File: config.mk
export PLATFORM = sky130hd
export DESIGN_NAME = alu_sequencer
export DESIGN_NICKNAME = d
export VERILOG_FILES = /design/src/rtl/alu_sequencer_pkg.sv /design/src/rtl/alu_seq_regfile.sv /design/src/rtl/alu_sequencer.sv
export SDC_FILE = /design/constraint.sdc
export NUM_CORES = 1
export LEC_CHECK = 0
export BUFFER_PORTS_ARGS = -buffer_cell sky130_fd_sc_hd__clkbuf_2
export CAP_MARGIN = 20
export CORE_ASPECT_RATIO = 1.1
export CORE_MARGIN = 5
export CORE_UTILIZATION = 54
export CTS_CLUSTER_SIZE = 14
export DETAILED_ROUTE_END_ITERATION = 8
export PLACE_DENSITY = 0.8
export SYNTH_ARGS = -nofsm -noshare
export SYNTH_HDL_FRONTEND = slang
export SYNTH_HIERARCHICAL = 1
export SYNTH_SLANG_ARGS = --single-unit
File: constraint.sdc
create_clock -name i_clk -period 3.7 [get_ports i_clk]
set_input_delay 1.11 -clock i_clk [delete_from_list [all_inputs] [get_ports i_clk]]
set_output_delay 1.11 -clock i_clk [all_outputs]
set_load 0.02 [all_outputs]
File: src/rtl/alu_sequencer_pkg.sv
// Shared types for the ALU sequencer: opcodes, instruction layout and FSM states.
package alu_sequencer_pkg;

    typedef enum logic [3:0] {
        OP_ADD    = 4'd0,
        OP_SUB    = 4'd1,
        OP_AND    = 4'd2,
        OP_OR     = 4'd3,
        OP_XOR    = 4'd4,
        OP_SHIFT  = 4'd5,
        OP_LOAD   = 4'd6,
        OP_STORE  = 4'd7,
        OP_MOVE   = 4'd8,
        OP_JUMP   = 4'd9,
        OP_LOADC  = 4'd10,
        OP_OUT    = 4'd11,
        OP_UNDEF3 = 4'd12,
        OP_UNDEF4 = 4'd13,
        OP_HALT   = 4'd14,
        OP_NOP    = 4'd15
    } opcode_e;

    // Instruction word layout, MSB first: opcode, rA, imm_sel, shift_dir, imm8.
    typedef struct packed {
        opcode_e    opcode;
        logic [1:0] ra;
        logic       imm_sel;
        logic       shift_dir;
        logic [7:0] imm8;
    } instr_t;

    typedef enum logic [1:0] {
        ST_FETCH   = 2'd0,
        ST_EXECUTE = 2'd1,
        ST_MEM     = 2'd2,
        ST_HALTED  = 2'd3
    } state_e;

    localparam instr_t NOP_INSTR = '{opcode: OP_NOP, ra: 2'd0, imm_sel: 1'b0,
                                     shift_dir: 1'b0, imm8: 8'd0};

    // Opcodes whose result comes back from the ALU and is written to rA.
    function automatic logic is_alu_op(input opcode_e op);
        return (op inside {OP_ADD, OP_SUB, OP_AND, OP_OR, OP_XOR, OP_SHIFT, OP_MOVE});
    endfunction

endpackage

File: src/rtl/alu_seq_regfile.sv
// Four-entry register file: two asynchronous read ports, one synchronous write port.
module alu_seq_regfile
    import alu_sequencer_pkg::*;
#(
    parameter int DATA_WIDTH = 16
) (
    input  logic                  i_clk,
    input  logic                  i_reset,
    input  logic                  i_we,
    input  logic [1:0]            i_waddr,
    input  logic [DATA_WIDTH-1:0] i_wdata,
    input  logic [1:0]            i_raddr_a,
    output logic [DATA_WIDTH-1:0] o_rdata_a,
    input  logic [1:0]            i_raddr_b,
    output logic [DATA_WIDTH-1:0] o_rdata_b
);

    logic [DATA_WIDTH-1:0] regs_q [4];
    logic [DATA_WIDTH-1:0] regs_d [4];

    // Next register contents: only the addressed entry changes on a write.
    always_comb begin
        regs_d = regs_q;
        if (i_we) begin
            regs_d[i_waddr] = i_wdata;
        end
    end

    // Register storage.
    // NOTE: this is four flops per bit, not a RAM macro, so resetting every
    // entry is cheap and gives a defined architectural state after reset.
    always_ff @(posedge i_clk or posedge i_reset) begin
        if (i_reset) begin
            regs_q <= '{default: '0};
        end else begin
            // NOTE: non-blocking so all flops update together at the edge.
            regs_q <= regs_d;
        end
    end

    assign o_rdata_a = regs_q[i_raddr_a];
    assign o_rdata_b = regs_q[i_raddr_b];

endmodule

File: src/rtl/alu_sequencer.sv
// Control sequencer for the combinational ALU: fetch, decode, execute, memory access.
// Optional build macro ALU_SEQ_ILLEGAL_TRAP_EN: undefined opcodes set a sticky
// o_illegal flag and halt; without it they behave as NOP and o_illegal is 0.
module alu_sequencer
    import alu_sequencer_pkg::*;
#(
    parameter int DATA_WIDTH = 16,
    parameter int PC_WIDTH   = 8
) (
    input  logic                  i_clk,
    input  logic                  i_reset,
    output logic [PC_WIDTH-1:0]   o_pc,
    output logic                  o_fetch_req,
    input  logic                  i_fetch_ack,
    input  logic [15:0]           i_instr,
    output logic [3:0]            o_alu_opcode,
    output logic                  o_alu_shift_dir,
    output logic [DATA_WIDTH-1:0] o_alu_data1,
    output logic [DATA_WIDTH-1:0] o_alu_data2,
    input  logic [DATA_WIDTH-1:0] i_alu_result,
    output logic                  o_mem_req,
    output logic                  o_mem_we,
    output logic [DATA_WIDTH-1:0] o_mem_addr,
    output logic [DATA_WIDTH-1:0] o_mem_wdata,
    input  logic                  i_mem_ack,
    input  logic [DATA_WIDTH-1:0] i_mem_rdata,
    output logic [DATA_WIDTH-1:0] o_out_data,
    output logic                  o_out_valid,
    output logic                  o_halted,
    output logic                  o_illegal
);

    state_e                state_q, state_d;
    logic [PC_WIDTH-1:0]   pc_q, pc_d;
    instr_t                ir_q, ir_d;
    logic                  started_q, started_d;
    logic [DATA_WIDTH-1:0] out_data_q, out_data_d;
    logic                  out_valid_q, out_valid_d;
    logic                  illegal_q, illegal_d;

    logic                  rf_we;
    logic [DATA_WIDTH-1:0] rf_wdata;
    logic [DATA_WIDTH-1:0] rdata_a, rdata_b;
    logic [DATA_WIDTH-1:0] imm_ext, operand2;
    logic [PC_WIDTH-1:0]   pc_inc;

    alu_seq_regfile #(.DATA_WIDTH(DATA_WIDTH)) u_regfile (
        .i_clk     (i_clk),
        .i_reset   (i_reset),
        .i_we      (rf_we),
        .i_waddr   (ir_q.ra),
        .i_wdata   (rf_wdata),
        .i_raddr_a (ir_q.ra),
        .o_rdata_a (rdata_a),
        .i_raddr_b (ir_q.imm8[1:0]),
        .o_rdata_b (rdata_b)
    );

    assign imm_ext  = {{(DATA_WIDTH-8){1'b0}}, ir_q.imm8};
    assign operand2 = ir_q.imm_sel ? imm_ext : rdata_b;
    assign pc_inc   = pc_q + PC_WIDTH'(1);

    // Next-state, PC, instruction latch and register-write decisions.
    always_comb begin
        // NOTE: every target gets a default first so no path infers a latch.
        state_d     = state_q;
        pc_d        = pc_q;
        ir_d        = ir_q;
        started_d   = 1'b1;
        out_data_d  = out_data_q;
        out_valid_d = 1'b0;
        illegal_d   = illegal_q;
        rf_we       = 1'b0;
        rf_wdata    = i_alu_result;

        unique case (state_q)
            ST_FETCH: begin
                if (started_q && i_fetch_ack) begin
                    ir_d    = instr_t'(i_instr);
                    state_d = ST_EXECUTE;
                end
            end
            ST_EXECUTE: begin
                state_d = ST_FETCH;
                pc_d    = pc_inc;
                if (is_alu_op(ir_q.opcode)) begin
                    rf_we = 1'b1;
                end
                case (ir_q.opcode)
                    OP_LOADC: begin
                        rf_we    = 1'b1;
                        rf_wdata = imm_ext;
                    end
                    OP_JUMP: pc_d = operand2[PC_WIDTH-1:0];
                    OP_OUT: begin
                        out_data_d  = rdata_a;
                        out_valid_d = 1'b1;
                    end
                    OP_LOAD, OP_STORE: begin
                        state_d = ST_MEM;
                        pc_d    = pc_q;
                    end
                    OP_HALT: begin
                        state_d = ST_HALTED;
                        pc_d    = pc_q;
                    end
`ifdef ALU_SEQ_ILLEGAL_TRAP_EN
                    OP_UNDEF3, OP_UNDEF4: begin
                        illegal_d = 1'b1;
                        state_d   = ST_HALTED;
                        pc_d      = pc_q;
                    end
`endif
                    default: ;
                endcase
            end
            ST_MEM: begin
                if (i_mem_ack) begin
                    if (ir_q.opcode == OP_LOAD) begin
                        rf_we    = 1'b1;
                        rf_wdata = i_mem_rdata;
                    end
                    pc_d    = pc_inc;
                    state_d = ST_FETCH;
                end
            end
            ST_HALTED: ;
            default: state_d = ST_FETCH;
        endcase
    end

    // Sequencer state registers; reset leaves a NOP in the instruction register.
    always_ff @(posedge i_clk or posedge i_reset) begin
        if (i_reset) begin
            state_q     <= ST_FETCH;
            pc_q        <= '0;
            ir_q        <= NOP_INSTR;
            started_q   <= 1'b0;
            out_data_q  <= '0;
            out_valid_q <= 1'b0;
            illegal_q   <= 1'b0;
        end else begin
            state_q     <= state_d;
            pc_q        <= pc_d;
            ir_q        <= ir_d;
            started_q   <= started_d;
            out_data_q  <= out_data_d;
            out_valid_q <= out_valid_d;
            illegal_q   <= illegal_d;
        end
    end

    // Port drive: ALU and memory buses are only live in their own states.
    always_comb begin
        o_pc            = pc_q;
        o_fetch_req     = started_q && (state_q == ST_FETCH);
        o_alu_opcode    = started_q ? OP_NOP : 4'd0;
        o_alu_shift_dir = 1'b0;
        o_alu_data1     = '0;
        o_alu_data2     = '0;
        o_mem_req       = 1'b0;
        o_mem_we        = 1'b0;
        o_mem_addr      = '0;
        o_mem_wdata     = '0;
        o_out_data      = out_data_q;
        o_out_valid     = out_valid_q;
        o_halted        = (state_q == ST_HALTED);
`ifdef ALU_SEQ_ILLEGAL_TRAP_EN
        o_illegal       = illegal_q;
`else
        o_illegal       = 1'b0;
`endif
        if (state_q == ST_EXECUTE) begin
            o_alu_opcode    = ir_q.opcode;
            o_alu_shift_dir = ir_q.shift_dir;
            o_alu_data1     = rdata_a;
            o_alu_data2     = operand2;
        end
        if (state_q == ST_MEM) begin
            o_mem_req   = 1'b1;
            o_mem_we    = (ir_q.opcode == OP_STORE);
            o_mem_addr  = operand2;
            o_mem_wdata = rdata_a;
        end
    end

    // illegal_q only reaches a port when the trap is built in.
`ifndef ALU_SEQ_ILLEGAL_TRAP_EN
    logic unused_illegal;
    assign unused_illegal = illegal_q;
`endif

endmodule
==> metrics.txt <==
WS Path Type flop to primary output; Critical Path Max Stage Delay roughly 0.73 ns; R2R cell count 6; final number of setup-violating endpoints 0; DRT Pass-1 Iters 5; Global Route Usage Sum between 20% and 30%; final HPWL from detailed placement 12200 µm; RSZ-0062 raised after global routing false; Filler cells 875; Bufs on Longest Clock Path 2; drt via density around 5.9; Final nets slightly above 700; CP arrival roughly 2.4 ns; Synth Instances between 500 and 600; Reg area 2710 µm²; Initial Utilization a little under three fifths; worst slew pin tran around 0.95 ns; Sink Count between 100 and 150; root buffer cell clkbuf_16; GPL Wtd Cong 0.830; GRT Residual Overflow 0; most frequent cells in the layout clkbuf_2 (149), dfrtp_1 (103), mux2_2 (88), and2_1 (66), mux4_2 (32); drc violations 0; worst skew pair latency around 0.35 ns; Switching Fraction between 40% and 50%; period utilisation layout 94.5%; Routed Antenna Nets 0; ys flop type dfrtp_1; mux share of post-synthesis cell area roughly 34%; initial antenna violation count 1; Synth Area in Compound Gates between 5 and 6%; I/O pin cnt 151; Rows roughly 40; Vert. Die Dim approximately 120 µm; startpoint types flop; CTS tree built; peak supply drop around 0.44 mV; worst hold stages 1; Ys Warns 6; DR vias roughly 4700; combinational share of power 54.8%; non-filler cells, final 801; Total Wirelength approximately 17000 µm; RR Startpoint state_q[1]; number of cells after detailed placement about 800; Port Buffer Count between 100 and 150; CP max FO 10; net count after synthesis between 500 and 600; pwr dens a little under 1000 nW/µm²; share of layout cells above drive strength 1 50.2%; fin. max-slew vios 0; final core utilization between 60% and 70%; Yosys reg bits approximately 110; Power Internal about 4100 µW; sequential element share of the synthesized area between 40% and 50%; endpoints failing hold 0; wire per inst 21.2 µm; Syn Std Cell Area ~6300 µm²; Synth Area per Inst 12.5 µm²; Worst setup EP type primary output; cells along the critical path mux4_2 -> mux2i_1 -> nor2_1 -> clkbuf_2; largest net degree at the start of global routing 45; Worst EP required 2.59 ns; min Tclk post-route 3.50 ns; Max H-tree Level 3; status finished clean; area of the multi-input gates around 3400 µm²; Fmax between 0.2 and 0.3 GHz; die area 14000 µm²; Hold Crit Endpoint ir_q[8]; hold path startpoint ir_q[8]; main combinational cell family by area after synthesis multiplexers; CTS clock-pin slew for the worst setup and hold paths around 0.080 ns; LEAKAGE roughly 0.0036 µW; sequential fraction of design power a little under a third; Synth Area in XOR/XNOR 0%; asr flop ratio synth 100%; adder-cell area share of the yosys netlist ~1.2%; critical path's slowest cell dfrtp_1; switching power around 3300 µW; reg-to-reg endpoint u_regfile/regs_q[34]; power share of the clock group approximately an eighth; Overall Power 7370 µW; Hold WC Path Type flop to flop; number of DRC markers in iteration 0 roughly 470; Setup TNS 0 ns; number of flops mapped to enable cells by yosys 0; post-synthesis simple-gate area fraction a little over an eighth; Slew headroom 36.4%; synth unique cells 48; Syn-to-layout area delta 18.1%; clock skew about 0.012 ns; first-pass GRT wire length approximately 27000 µm; core area 11500 µm²; TritonCTS Buffers 9; vias in the first global route 4779; Die X roughly 110 µm; ant diodes 0; most common library cell in the layout ignoring fill and taps clkbuf_2; Max Cap Viol 0; flop2flop setup slack 0.71 ns; WHS roughly 0.50 ns
==> worst max-delay path: cells and delay by family (launching register included) <==
kind / cells / cell delay (ns)
flip-flops: 1 / 0.73
buffers and inverters: 1 / 0.17
AND/OR/NAND/NOR: 1 / 0.08
multiplexers: 2 / 1.05
==> cell families after synthesis <==
logic type / Yosys count
buf+inv: 45
compound gates: 48
fa+ha+maj: 6
flops: 108
other cells: 2
mux: 159
simple gates: 138
==> worst max-delay path by stage <==
stage               startpoint                    to  slack [ns]  depth (start not counted)
floorplan            i_mem_ack  u_regfile/regs_q[48]        0.58                          9
finish              imm_ext[0]        o_alu_data2[7]        0.20                          4
CTS                 imm_ext[1]        o_alu_data2[7]        0.15                          4
global route        imm_ext[0]         o_mem_addr[7]        0.01                          4
global placement    imm_ext[1]        o_alu_data2[0]        0.57                          4
detailed placement  imm_ext[1]        o_alu_data2[7]        0.53                          4
==> registers in the layout, summed over array words and instances (netlist names) <==
register	flops
o_pc	8
imm_ext	8
o_out_data	16
u_regfile/regs_q	64
ir_q	8
o_out_valid	1
started_q	1
state_q	2
==> Yosys cell counts, types with 2 or more instances <==
cell type  instances  area share [%]
nand2_1           23             1.4
mux2_4             9             2.1
a22oi_1            9             1.1
mux2i_1           30             4.7
conb_1             2            0.12
nand3b_2           2            0.36
ha_1               6             1.2
and2_1            66             6.5
clkbuf_1           8            0.47
buf_6              3            0.53
a21oi_1            6            0.47
dfrtp_1          104              41
buf_4              6            0.71
nand2b_1           2            0.20
o21ai_0           11            0.87
mux2_2            88              16
nand3_1            4            0.32
o21ai_1            9            0.71
nor3_1             3            0.24
buf_2             13             1.0
nor2_1            24             1.4
or2_2              2            0.20
inv_1             13            0.77
mux4_2            32              11
o22a_1             5            0.69
dfstp_2            4             1.7
==> through the flow <==
stage               cell area (µm²)  worst slack [ns]
detailed placement             7180             0.526
global route                   7490            0.0110
global placement               7160             0.566
CTS                            7490             0.154
floorplan                      6340             0.581
finish                         7490             0.205
==> power groups by stage <==
stage                     logic (µW)  clock network, µW  registers (µW)
after floorplan                 2930                  0            2210
after global placement          3900                  0            2290
after detailed placement        4010                  0            2360
after CTS                       4040                991            2340
after global routing            4320               1040            2440
final                           4040                975            2350
==> layer usage <==
layer  share of wire, %  vias up  GRT usage, %
met2                 52      151          43.8
met3                6.1       27          5.49
met1                 40     2418          31.3
met4                1.8        2          7.74
met5               0.12        -             0
li1                   -     2105             -
==> layout make-up <==
class / instances / share of cell area (%)
flip-flops and latches: 108 / 36.2
well taps: 150 / 2.51
repair buffers: 161 / 11.3
multi-input cells: 353 / 45.3
inverters: 13 / 0.652
clock buffers: 10 / 3.06
clock inverters: 6 / 0.969
==> repair_timing <==
| action | 4_1_cts | 5_1_grt |
|---|---|---|
| gates resized for setup | 0 | 1 |
| endpoints found under the setup margin | 0 | 1 |
| setup buffers | 0 | 0 |
| hold buffers | 0 | 0 |
(Power assumes the default switching activity.)
